[src/rtl/seq_divider.sv]
// rtl/seq_divider.sv - sequential restoring radix-2 divider with saturated quotient
module seq_divider #(
    parameter int DW = 20,
    parameter int QW = 12
) (
    input  logic          clk,
    input  logic          rst,
    input  logic          start,
    input  logic [DW-1:0] dividend,
    input  logic [DW-1:0] divisor,
    output logic [QW-1:0] quotient,
    output logic [DW-1:0] remainder,
    output logic          ready,
    output logic          busy,
    output logic          div_zero,
    output logic          overflow
);

    localparam int CW = $clog2(DW + 1);

    typedef enum logic [1:0] {
        IDLE = 2'd0,
        CALC = 2'd1,
        FIN  = 2'd2
    } state_t;

    state_t        state;
    // dvd starts as the dividend and is shifted left each step; the vacated
    // LSBs collect quotient bits, so after DW steps it holds the full quotient.
    logic [DW-1:0] dvd;
    logic [DW-1:0] dsr;
    logic [DW-1:0] prem;
    logic [CW-1:0] cnt;
    logic          dz;

    logic [DW:0]   shifted;
    logic [DW-1:0] diff_lo;
    logic          take;
    logic          q_over;

    // One restoring step: shift in the next dividend bit and trial-subtract.
    // When the subtraction is kept the result is below the divisor, so the
    // low DW bits of the modular difference are the exact new remainder.
    always_comb begin
        shifted = {prem, dvd[DW-1]};
        take    = (shifted >= {1'b0, dsr});
        diff_lo = shifted[DW-1:0] - dsr;
        q_over  = |dvd[DW-1:QW];
    end

    // Control FSM and datapath; outputs registered when leaving FIN.
    always_ff @(posedge clk) begin
        if (rst) begin
            state     <= IDLE;
            dvd       <= '0;
            dsr       <= '0;
            prem      <= '0;
            cnt       <= '0;
            dz        <= 1'b0;
            quotient  <= '0;
            remainder <= '0;
            ready     <= 1'b0;
            busy      <= 1'b0;
            div_zero  <= 1'b0;
            overflow  <= 1'b0;
        end else begin
            case (state)
                IDLE: begin
                    ready <= 1'b0;
                    if (start) begin
                        dvd  <= dividend;
                        dsr  <= divisor;
                        prem <= '0;
                        busy <= 1'b1;
                        if (divisor == '0) begin
                            dz    <= 1'b1;
                            cnt   <= '0;
                            state <= FIN;
                        end else begin
                            dz    <= 1'b0;
                            cnt   <= CW'(DW);
                            state <= CALC;
                        end
                    end
                end
                CALC: begin
                    prem <= take ? diff_lo : shifted[DW-1:0];
                    dvd  <= {dvd[DW-2:0], take};
                    cnt  <= cnt - 1'b1;
                    if (cnt == CW'(1)) begin
                        state <= FIN;
                    end
                end
                FIN: begin
                    ready <= 1'b1;
                    busy  <= 1'b0;
                    state <= IDLE;
                    if (dz) begin
                        quotient  <= '1;
                        remainder <= dvd;
                        div_zero  <= 1'b1;
                        overflow  <= 1'b0;
                    end else begin
                        quotient  <= q_over ? '1 : dvd[QW-1:0];
                        remainder <= prem;
                        div_zero  <= 1'b0;
                        overflow  <= q_over;
                    end
                end
                default: begin
                    state <= IDLE;
                end
            endcase
        end
    end

endmodule

[config.mk]
export PLATFORM = sky130hd
export DESIGN_NAME = seq_divider
export DESIGN_NICKNAME = d
export VERILOG_FILES = /design/src/rtl/seq_divider.sv
export SDC_FILE = /design/constraint.sdc
export NUM_CORES = 1
export LEC_CHECK = 0
export CAP_MARGIN = 10
export CORE_MARGIN = 5
export CORE_UTILIZATION = 39
export CTS_CLUSTER_DIAMETER = 60
export DETAILED_ROUTE_END_ITERATION = 10
export PLACE_DENSITY = 0.69
export SYNTH_ARGS = -nofsm -noshare
export SYNTH_HDL_FRONTEND = slang
export SYNTH_SLANG_ARGS = --single-unit
[constraint.sdc]
create_clock -name clk -period 7.6 [get_ports clk]
set_input_delay 1.14 -clock clk [delete_from_list [all_inputs] [get_ports clk]]
set_output_delay 1.14 -clock clk [all_outputs]
set_load 0.05 [all_outputs]
Word-level counts from Yosys, hierarchy flattened
Cells that the tools add are included.

Register bits after elaboration: 104. Output and inout bits: 36. Logic and storage cells: 50.

Add/subtract/negate cells: 2. Magnitude comparators: 1. Eq/ne operators: 5. Muxes and demuxes: 21. Reduce and logical (&&, ||, !) cells: 9.

Operators with widths (count): two-way mux 20 bit (4); one-hot mux 20 bit (2 select lines) (2); two-way mux 12 bit (2); greater-or-equal comparator 21 x 20 -> 1 bit (1); zero test 20 bit (1); subtractor 20 bit (1); two-way mux 5 bit (2); one-hot mux 5 bit (2 select lines) (1); AND reduction 2 bit (4); OR reduction 8 bit (1); two-way mux 2 bit (3); == test 5 x 1 -> 1 bit, second input constant (1); subtractor 5 x 1 -> 5 bit, second input constant (1); two-way mux 1 bit (4); inequality test 2 bit, second input constant (2); one-hot mux 1 bit (2 select lines) (2); one-hot mux 2 bit (2 select lines) (1); nonzero test 2 bit (2); == test 2 x 1 -> 1 bit, second input constant (1); == test 2 bit, second input constant (1); zero test 2 bit (1).

Depth between registers and ports, before layout
Gate-level depths: netlist (run 1).

Word-level depth: 4. Mapped depth: 12. Mapped depth without buffers: 12.

Worst setup path before layout (run 1)
No wires, ideal clock.

Path kind: reg2reg. From: register dsr[1]. To: register prem[11]. Library setup time: 0.117 ns. Arrival time: 2.389 ns. Required time: 7.483 ns. Slack: 5.094 ns. Cell stages (with the launch flop): 11. Clock period less this slack: 2.506 ns. Cell sequence: dfxtp_1 > inv_1 > ha_1 > nor2b_1 > o21ai_0 > o211a_1 > o211ai_2 > a21bo_4 > a31oi_4 > mux2_4 > a22o_1.

Longest elaborated chain between the ends: 3.

Ends and longest elaborated chain: from (decl) (line 31) `logic [DW-1:0] dsr;`; from (signal assigned) (line 72) `dsr <= divisor;`; subtractor 20 bit / greater-or-equal comparator 21 x 20 -> 1 bit (equally long branches) (line 47, 46); two-way mux 20 bit (*) (line 87) `prem <= take ? diff_lo : shifted[DW-1:0];`; one-hot mux 20 bit (2 select lines) (*) (line 67) `case (state)`; to (signal assigned) (line 87); to (decl) (line 32) `logic [DW-1:0] prem;`.

Mark *: on every way between the ends. The rest lies on a longest branch, timed or not. A chain may end at the register's enable or synchronous reset.

Final worst setup path (run 1)
Same ends and word-level chain as after synthesis.

==> flow_summary_export.csv, run 1 <==
group,metric,value,unit
floorplanning,ioPinCount,79,
worst_setup_path,path_max_fanout,35,
final_layout,fin_nets,803,
timing,final_hold_viol_count,0,
synthesis,async_reset_ff_share,0,%
clock_tree,cts_sinks,104,
timing,setup_tns,0,ns
timing,fin_worst_skew,0.0104,ns
route,first_iter_violations,336,
final_layout,multi_input_area,2930,um2
floorplanning,die-area,16000,um2
route,ant_nets,0,
worst_setup_path,crit_required,7.85,ns
run,maxCapViolCount,0,
synthesis,avgSynthCellArea,7.75,um2
floorplanning,initial_core_util,39.9,%
final_layout,n_antenna_cell,0,
synthesis,syn_nets,750,
worst_setup_path,start_kind,"register",
global_route,grt_use_met2,30.1,%
global_route,grt_max_degree,88,
clock_tree,htreeDepth,3,
timing,finalCritPeriodShare,42.4,%
clock_tree,tritoncts,"yes",
timing,hold_ws,0.459,ns
synthesis,synth_edf_count,0,
synthesis,syn_area,5300,um2
timing,worst_slack,4.38,ns
floorplanning,rows,42,
floorplanning,die_w,127,um
synthesis,netlist-cell-type-count,54,
global_route,grt_pass1_wl,23.2,mm
final_layout,drive_gt1_share,4.31,%
global_route,grt_overflow_total,0,
route,via_count,4906,
hold_path,hold_path.class,"register to register",
placed_design,port-buffer-count,78,
synthesis,yosys.area_share.adder,5.57,%
clock_tree,clk_pin_slew,0.07,ns
final_layout,fillers,1278,
worst_setup_path,criticalPathCategory,"register to register",
clock_tree,numCtsBuffers,9,
synthesis,ys.flop_type,"dfxtp_1",
synthesis,synthMuxAreaShare,4.25,%
clock_tree,post_cts_buffers,0,
clock_tree,cts_hold_buf,0,
synthesis,synth_compound_area_share,21.6,%
synthesis,ys_seq_area_share,39.3,%
synthesis,yosys_warnings,0,
global_route,use_met1,22.1,%
clock_tree,post_cts_resized,0,
timing,fmax,311,MHz
floorplanning,core,13300,um2
timing,post-route-min-period,3.22,ns
timing,rsz0062_at_grt,"no",
final_layout,area_growth,22.3,%
pwr,p_leak,2.43,nW
worst_setup_path,path_buf_inv,1,
route,drc,0,
timing,relSlewSlack,28.2,%
synthesis,synth_xor_xnor_area_share,2.48,%
final_layout,seq_area,2080,um2
floorplanning,die_height,127,um
global_route,busiest_layer,"met2",
timing,drv_slew,0,
synthesis,ys_ff_latch,104,
global_route,grt_pass1_vias,4781,
global_route,grt_util_met3,4.04,%
run_status,outcome,"completed",
placed_design,dp_hpwl,10.5,mm
route,wl,13.9,mm
timing,setup_viol,0,
pwr,p_per_area,398,nW/um2
route,wl_per_cell,15.2,um
clock_tree,clk_latency,0.35,ns
route,drt-pass1-iter-count,5,
worst_setup_path,crit_chain,"inv_1, ha_1, nor2b_1, o21ai_0, o211a_1, o211ai_2, a21bo_4, a31oi_4, mux2_4, a22o_1",
global_route,grt_use_total,17.5,%
timing,worst_pin_slew,1.07,ns
pwr,max-vdd-ir-drop,0.358,mV
worst_setup_path,crit_arrival,3.47,ns
global_route,antenna_found_initial,0,
worst_setup_path,slowest_stage,"a31oi_4",
worst_setup_path,slowest_delay,0.74,ns
clock_tree,clock-root-buffer,"clkbuf_16",
synthesis,yosys.area_share.simple,21.2,%
worst_setup_path,cp_top_family,"compound AO/OA/AOI/OAI gates",
worst_setup_path,end_kind,"register",
clock_tree,clock_path_buffers,2,
synthesis,synth_top_family_by_area,"compound AO/OA/AOI/OAI gates",
route,routed_via_density,5.34,
placed_design,gp_congestion,0.850,
placed_design,place_ws,4.07,ns
synthesis,netlist_instances,684,
-- synth_stat cells (2+ instances only) --
cell       instances  area [um2]
a22o_1             3        26.3
nand2b_1           6        37.5
nand2_1           89         334
dfxtp_1          104        2080
o22ai_1            2        12.5
clkbuf_1          37         139
nor2_1           118         443
o21ai_0           42         210
o21a_1             2        15.0
a211oi_1          36         270
a2bb2oi_1          4        35.0
ha_1              22         275
buf_1              2        7.51
a32oi_1            5        43.8
buf_6              2        22.5
o21ai_1            6        30.0
mux2i_1           21         210
nand3_1           12        60.1
xnor2_1            7        61.3
nor3_1            19        95.1
o21bai_1           3        22.5
nor2b_1            3        18.8
a31oi_1            4        25.0
a21oi_1           52         260
a21o_1             2        15.0
nor4_1             9        56.3
and3_1             3        18.8
a221oi_1           2        17.5
inv_1             33         124
and2_1             3        18.8
xor2_1             8        70.1
-- report_power, final --
group,total [mW],internal [mW],leakage (nW),switching [mW]
combinational,1.39,0.585,1.44,0.808
sequential,0.714,0.621,0.850,0.0921
clock,0.475,0.273,0.141,0.202
total,2.58,1.48,2.43,1.10
-- final cells by class --
type	count	share of cell area, %
flip-flops and latches	104	32.1
repair buffers	84	12.7
inverters	33	1.91
clock buffers	12	3.96
multi-input cells	505	45.2
well taps	176	3.40
clock inverters	4	0.810
-- routing by layer --
layer | wire, um | vias up
li1 | - | 2477
met1 | 6220 | 2300
met2 | 6870 | 112
met3 | 621 | 17
met4 | 204 | 0
met5 | 0 | -
-- final timing paths --
kind         cells after the start           startpoint               endpoint  slack (ns)
min                              2  dsr[4]$_SDFFE_PP0P_    dsr[4]$_SDFFE_PP0P_        0.46
max reg2reg                     10  dsr[1]$_SDFFE_PP0P_  prem[11]$_SDFFE_PP0P_        4.38
max                             10  dsr[1]$_SDFFE_PP0P_  prem[11]$_SDFFE_PP0P_        4.38
min reg2reg                      2  dsr[4]$_SDFFE_PP0P_    dsr[4]$_SDFFE_PP0P_        0.46
-- kinds of logic after synthesis --
logic type / Yosys count
compound gates: 178
flops: 104
mux: 22
buf+inv: 75
xor+xnor: 15
fa+ha+maj: 23
simple gates: 267
-- state kept, by name (all words and copies together) (netlist names) --
signal,flops
busy,1
cnt,5
div_zero,1
dsr,20
dvd,20
dz,1
overflow,1
prem,20
quotient,12
ready,1
remainder,20
state,2
-- per-stage QoR --
| stage | utilization, % | std cells | instance area (um2) | power, mW |
|---|---|---|---|---|
| 3_3_place_gp | 46.4 | 901 | 6170 | 2.08 |
| 5_1_grt | 48.8 | 918 | 6480 | 2.78 |
| 3_5_place_dp | 46.4 | 901 | 6170 | 2.10 |
| 2_1_floorplan | - | 684 | 5300 | 1.89 |
| 4_1_cts | 48.7 | 917 | 6480 | 2.59 |
| 6_report | 48.8 | 918 | 6480 | 2.58 |
-- worst reg2reg max path, stage by stage (launching register included) --
cell	delay, ns
dfxtp_1	0.39
inv_1	0.06
ha_1	0.30
nor2b_1	0.13
o21ai_0	0.24
o211a_1	0.28
o211ai_2	0.15
a21bo_4	0.26
a31oi_4	0.74
mux2_4	0.36
a22o_1	0.22
-- cells in the final DEF (no fill, tap or decap), drive strengths merged, types with 3 or more instances in the layout --
| cell type | Yosys | final |
|---|---|---|
| nor2 | 118 | 118 |
| dfxtp | 104 | 104 |
| nand2 | 89 | 89 |
| clkdlybuf4s50 | 0 | 77 |
| a21oi | 52 | 52 |
| o21ai | 49 | 49 |
| a211oi | 36 | 36 |
| inv | 33 | 33 |
| ha | 22 | 22 |
| mux2i | 21 | 21 |
| nor3 | 19 | 19 |
| nand3 | 13 | 13 |
| clkbuf | 37 | 12 |
| nor4 | 9 | 9 |
| xor2 | 8 | 8 |
| xnor2 | 7 | 7 |
| buf | 5 | 7 |
| nand2b | 6 | 6 |
| a32oi | 5 | 5 |
| a31oi | 5 | 5 |
| a2bb2oi | 4 | 4 |
| nor2b | 3 | 3 |
| and2 | 3 | 3 |
| o21bai | 3 | 3 |
| a22o | 3 | 3 |
| and3 | 3 | 3 |
| clkinvlp | 0 | 3 |
| a221oi | 3 | 3 |
(Power assumes the default switching activity.)
==> run 2: changes to the inputs <==
--- a/config.mk
+++ b/config.mk
@@ -10,7 +10,7 @@
 export CORE_UTILIZATION = 39
 export CTS_CLUSTER_DIAMETER = 60
 export DETAILED_ROUTE_END_ITERATION = 10
-export PLACE_DENSITY = 0.69
+export PLACE_DENSITY = 0.71
 export SYNTH_ARGS = -nofsm -noshare
 export SYNTH_HDL_FRONTEND = slang
 export SYNTH_SLANG_ARGS = --single-unit
==> constraint.sdc (replaced) <==
create_clock -name clk -period 2.6 [get_ports clk]
set_input_delay 0.39 -clock clk [delete_from_list [all_inputs] [get_ports clk]]
set_output_delay 0.39 -clock clk [all_outputs]
set_load 0.05 [all_outputs]
==> run 2 against run 1 <==
  * Worst setup slack worse by 4.3 ns
  * First-iteration DRC count up 33%
  * Combinational power rose to 3.6 times the previous value
  * Worst hold slack worse by 0.0037 ns
  * Sequential power rose to 2.9 times the previous value
  * Clock power rose to 3.2 times the previous value
  * Global-route usage up 0.30 points
  * Flip-flop and latch count unchanged
  * Critical endpoint unchanged
  * Largest power group unchanged
==> flow_summary_export.csv, run 2 (synthesis results as in run 1) <==
group,metric,value,unit
worst_setup_path,path_max_fanout,4,
final_layout,multi_input_area,2960,um2
final_layout,final_common_cell,"nor2_1",
route,wl,14.7,mm
timing,relSlewSlack,46.4,%
floorplanning,rows,42,
worst_setup_path,crit_required,2.84,ns
floorplanning,ioPinCount,79,
clock_tree,tritoncts,"yes",
hold_path,min_delay_path_depth,2,
global_route,grt_use_met2,29.6,%
worst_setup_path,criticalPathCategory,"register to register",
pwr,max-vdd-ir-drop,0.894,mV
placed_design,gp_congestion,0.939,
route,via_count,5057,
timing,post-route-min-period,2.51,ns
timing,final_hold_viol_count,0,
global_route,busiest_layer,"met2",
clock_tree,clk_latency,0.35,ns
route,wl_per_cell,15.5,um
global_route,use_met1,22.7,%
final_layout,area_growth,28.3,%
route,first_iter_violations,447,
final_layout,fin_nets,833,
timing,finalCritPeriodShare,96.5,%
pwr,finalPower,8.67,mW
worst_setup_path,start_kind,"register",
placed_design,port-buffer-count,78,
final_layout,fillers,1277,
floorplanning,core,13300,um2
placed_design,dp_hpwl,10.5,mm
timing,setup_tns,0,ns
run_status,outcome,"completed",
pwr,switching_share,40.8,%
global_route,grt_util_met3,4.83,%
worst_setup_path,reg2reg_to,"prem[11]$_SDFFE_PP0P_",
final_layout,most-common-layout-cells,"nor2_1 (117), dfxtp_1 (103), nand2_1 (89), clkdlybuf4s50_1 (77), a21oi_1 (50)",
global_route,grt_use_total,17.8,%
hold_path,hold_path.class,"register to register",
clock_tree,clock-root-buffer,"clkbuf_16",
worst_setup_path,regToRegSetupSlack,0.09,ns
route,routed_via_density,5.33,
timing,fin_worst_skew,0.0112,ns
floorplanning,die-area,16000,um2
final_layout,seq_area,2080,um2
floorplanning,die_w,127,um
route,drc,0,
hold_path,hold_start,"dsr[10]$_SDFFE_PP0P_",
floorplanning,initial_core_util,39.9,%
global_route,grt_max_degree,53,
pwr,netSwitchingPower,3.54,mW
clock_tree,cts_sinks,104,
pwr,p_int,5.14,mW
timing,worst_slack,0.0906,ns
timing,worst_pin_slew,0.795,ns
clock_tree,clock_path_buffers,2,
global_route,grt_pass1_wl,23.3,mm
pwr,clock_power_share,17.8,%
timing,setup_viol,0,
timing,fmax,398,MHz
clock_tree,htreeDepth,3,
global_route,grt_overflow_total,0,
worst_setup_path,worstReg2RegStart,"dsr[1]$_SDFFE_PP0P_",
route,ant_nets,0,
global_route,grt_pass1_vias,4752,
placed_design,place_ws,0.0931,ns
final_layout,drive_gt1_share,9.20,%
worst_setup_path,crit_arrival,2.75,ns
floorplanning,die_height,127,um
clock_tree,numCtsBuffers,9,
route,drt-pass1-iter-count,5,
final_layout,n_antenna_cell,0,
final_layout,fin_util,51.2,%
pwr,p_leak,2.61,nW
global_route,antenna_found_initial,0,
worst_setup_path,end_kind,"register",
timing,drv_slew,0,
clock_tree,clk_pin_slew,0.07,ns
run,maxCapViolCount,0,
pwr,p_per_area,1270,nW/um2
hold_path,hold_path_end,"dsr[10]$_SDFFE_PP0P_",
pwr,p_seq_share,23.8,%
worst_setup_path,r2r.worst_path.cells,10,
pwr,comb_power_share,58.4,%
==> run 2: cell types whose count changed in the layout (fill, tap and decap cells not counted), sizes merged <==
cell,delta
buf,+29
bufinv,+2
clkinvlp,-1
==> run 2: cell type report <==
| class | count | share of cell area [%] |
|---|---|---|
| sequential | 104 | 30.6 |
| inverter | 33 | 1.82 |
| tap | 176 | 3.24 |
| multi-input combinational | 505 | 43.5 |
| timing repair buffer | 114 | 15.8 |
| clock inverter | 5 | 1.54 |
| clock buffer | 11 | 3.42 |
==> run 2: layer usage <==
| layer | wire length [um] | vias up |
|---|---|---|
| li1 | - | 2545 |
| met1 | 6660 | 2369 |
| met2 | 6930 | 123 |
| met3 | 770 | 20 |
| met4 | 308 | 0 |
| met5 | 0 | - |
==> run 2: what timing repair did <==
action / in CTS / in global routing
pin swaps: 0 / 7
hold endpoints to repair: 0 / 0
resized for setup: 1 / 12
gates cloned: 0 / 1
setup endpoints to repair: 1 / 20
buffers inserted: 0 / 5
hold buffers: 0 / 0
==> run 2: worst max-delay path, cell delays in order, from the launching register on <==
cell      delay (ns)
dfxtp_2         0.33
inv_1           0.04
ha_1            0.29
nor2b_1         0.14
o21ai_2         0.17
o211a_1         0.26
o211ai_2        0.12
a21bo_4         0.24
a31oi_4         0.25
mux2_4          0.33
a22o_1          0.23
==> run 2: how the worst max path moves through the flow <==
stage,start,to,slack (ns),cells past startpoint
3_5_place_dp,dsr[1]$_SDFFE_PP0P_,prem[11]$_SDFFE_PP0P_,0.09,10
4_1_cts,dsr[1]$_SDFFE_PP0P_,prem[11]$_SDFFE_PP0P_,0.06,10
5_1_grt,dsr[1]$_SDFFE_PP0P_,prem[8]$_SDFFE_PP0P_,-0.02,11
3_3_place_gp,dsr[1]$_SDFFE_PP0P_,prem[11]$_SDFFE_PP0P_,0.11,10
6_report,dsr[1]$_SDFFE_PP0P_,prem[11]$_SDFFE_PP0P_,0.09,10
2_1_floorplan,dsr[1]$_SDFFE_PP0P_,prem[11]$_SDFFE_PP0P_,0.09,10
==> run 2: power groups by stage <==
stage               sequential, mW  clock, mW  combinational (mW)
detailed placement            2.09          0                4.41
finish                        2.07       1.54                5.06
CTS                           2.06       1.57                4.44
global route                  2.09       1.64                5.50
floorplan                     2.09          0                3.43
global placement              2.09          0                4.37
==> run 2: metrics by stage <==
stage / instances / hold WS, ns / cell area, um2
5_1_grt: 948 / 0.474 / 6800
2_1_floorplan: 684 / 0.436 / 5300
6_report: 948 / 0.455 / 6800
3_3_place_gp: 926 / 0.444 / 6370
3_5_place_dp: 926 / 0.447 / 6370
4_1_cts: 942 / 0.457 / 6710
==> run 3: changes to the inputs <==
--- a/config.mk
+++ b/config.mk
@@ -9,6 +9,7 @@
 export CORE_MARGIN = 5
 export CORE_UTILIZATION = 39
 export CTS_CLUSTER_DIAMETER = 60
+export CTS_CLUSTER_SIZE = 30
 export DETAILED_ROUTE_END_ITERATION = 10
 export PLACE_DENSITY = 0.71
 export SYNTH_ARGS = -nofsm -noshare
==> results of run 3 <==
No change in the layout: final DEF, timing and power equal those of run 2.
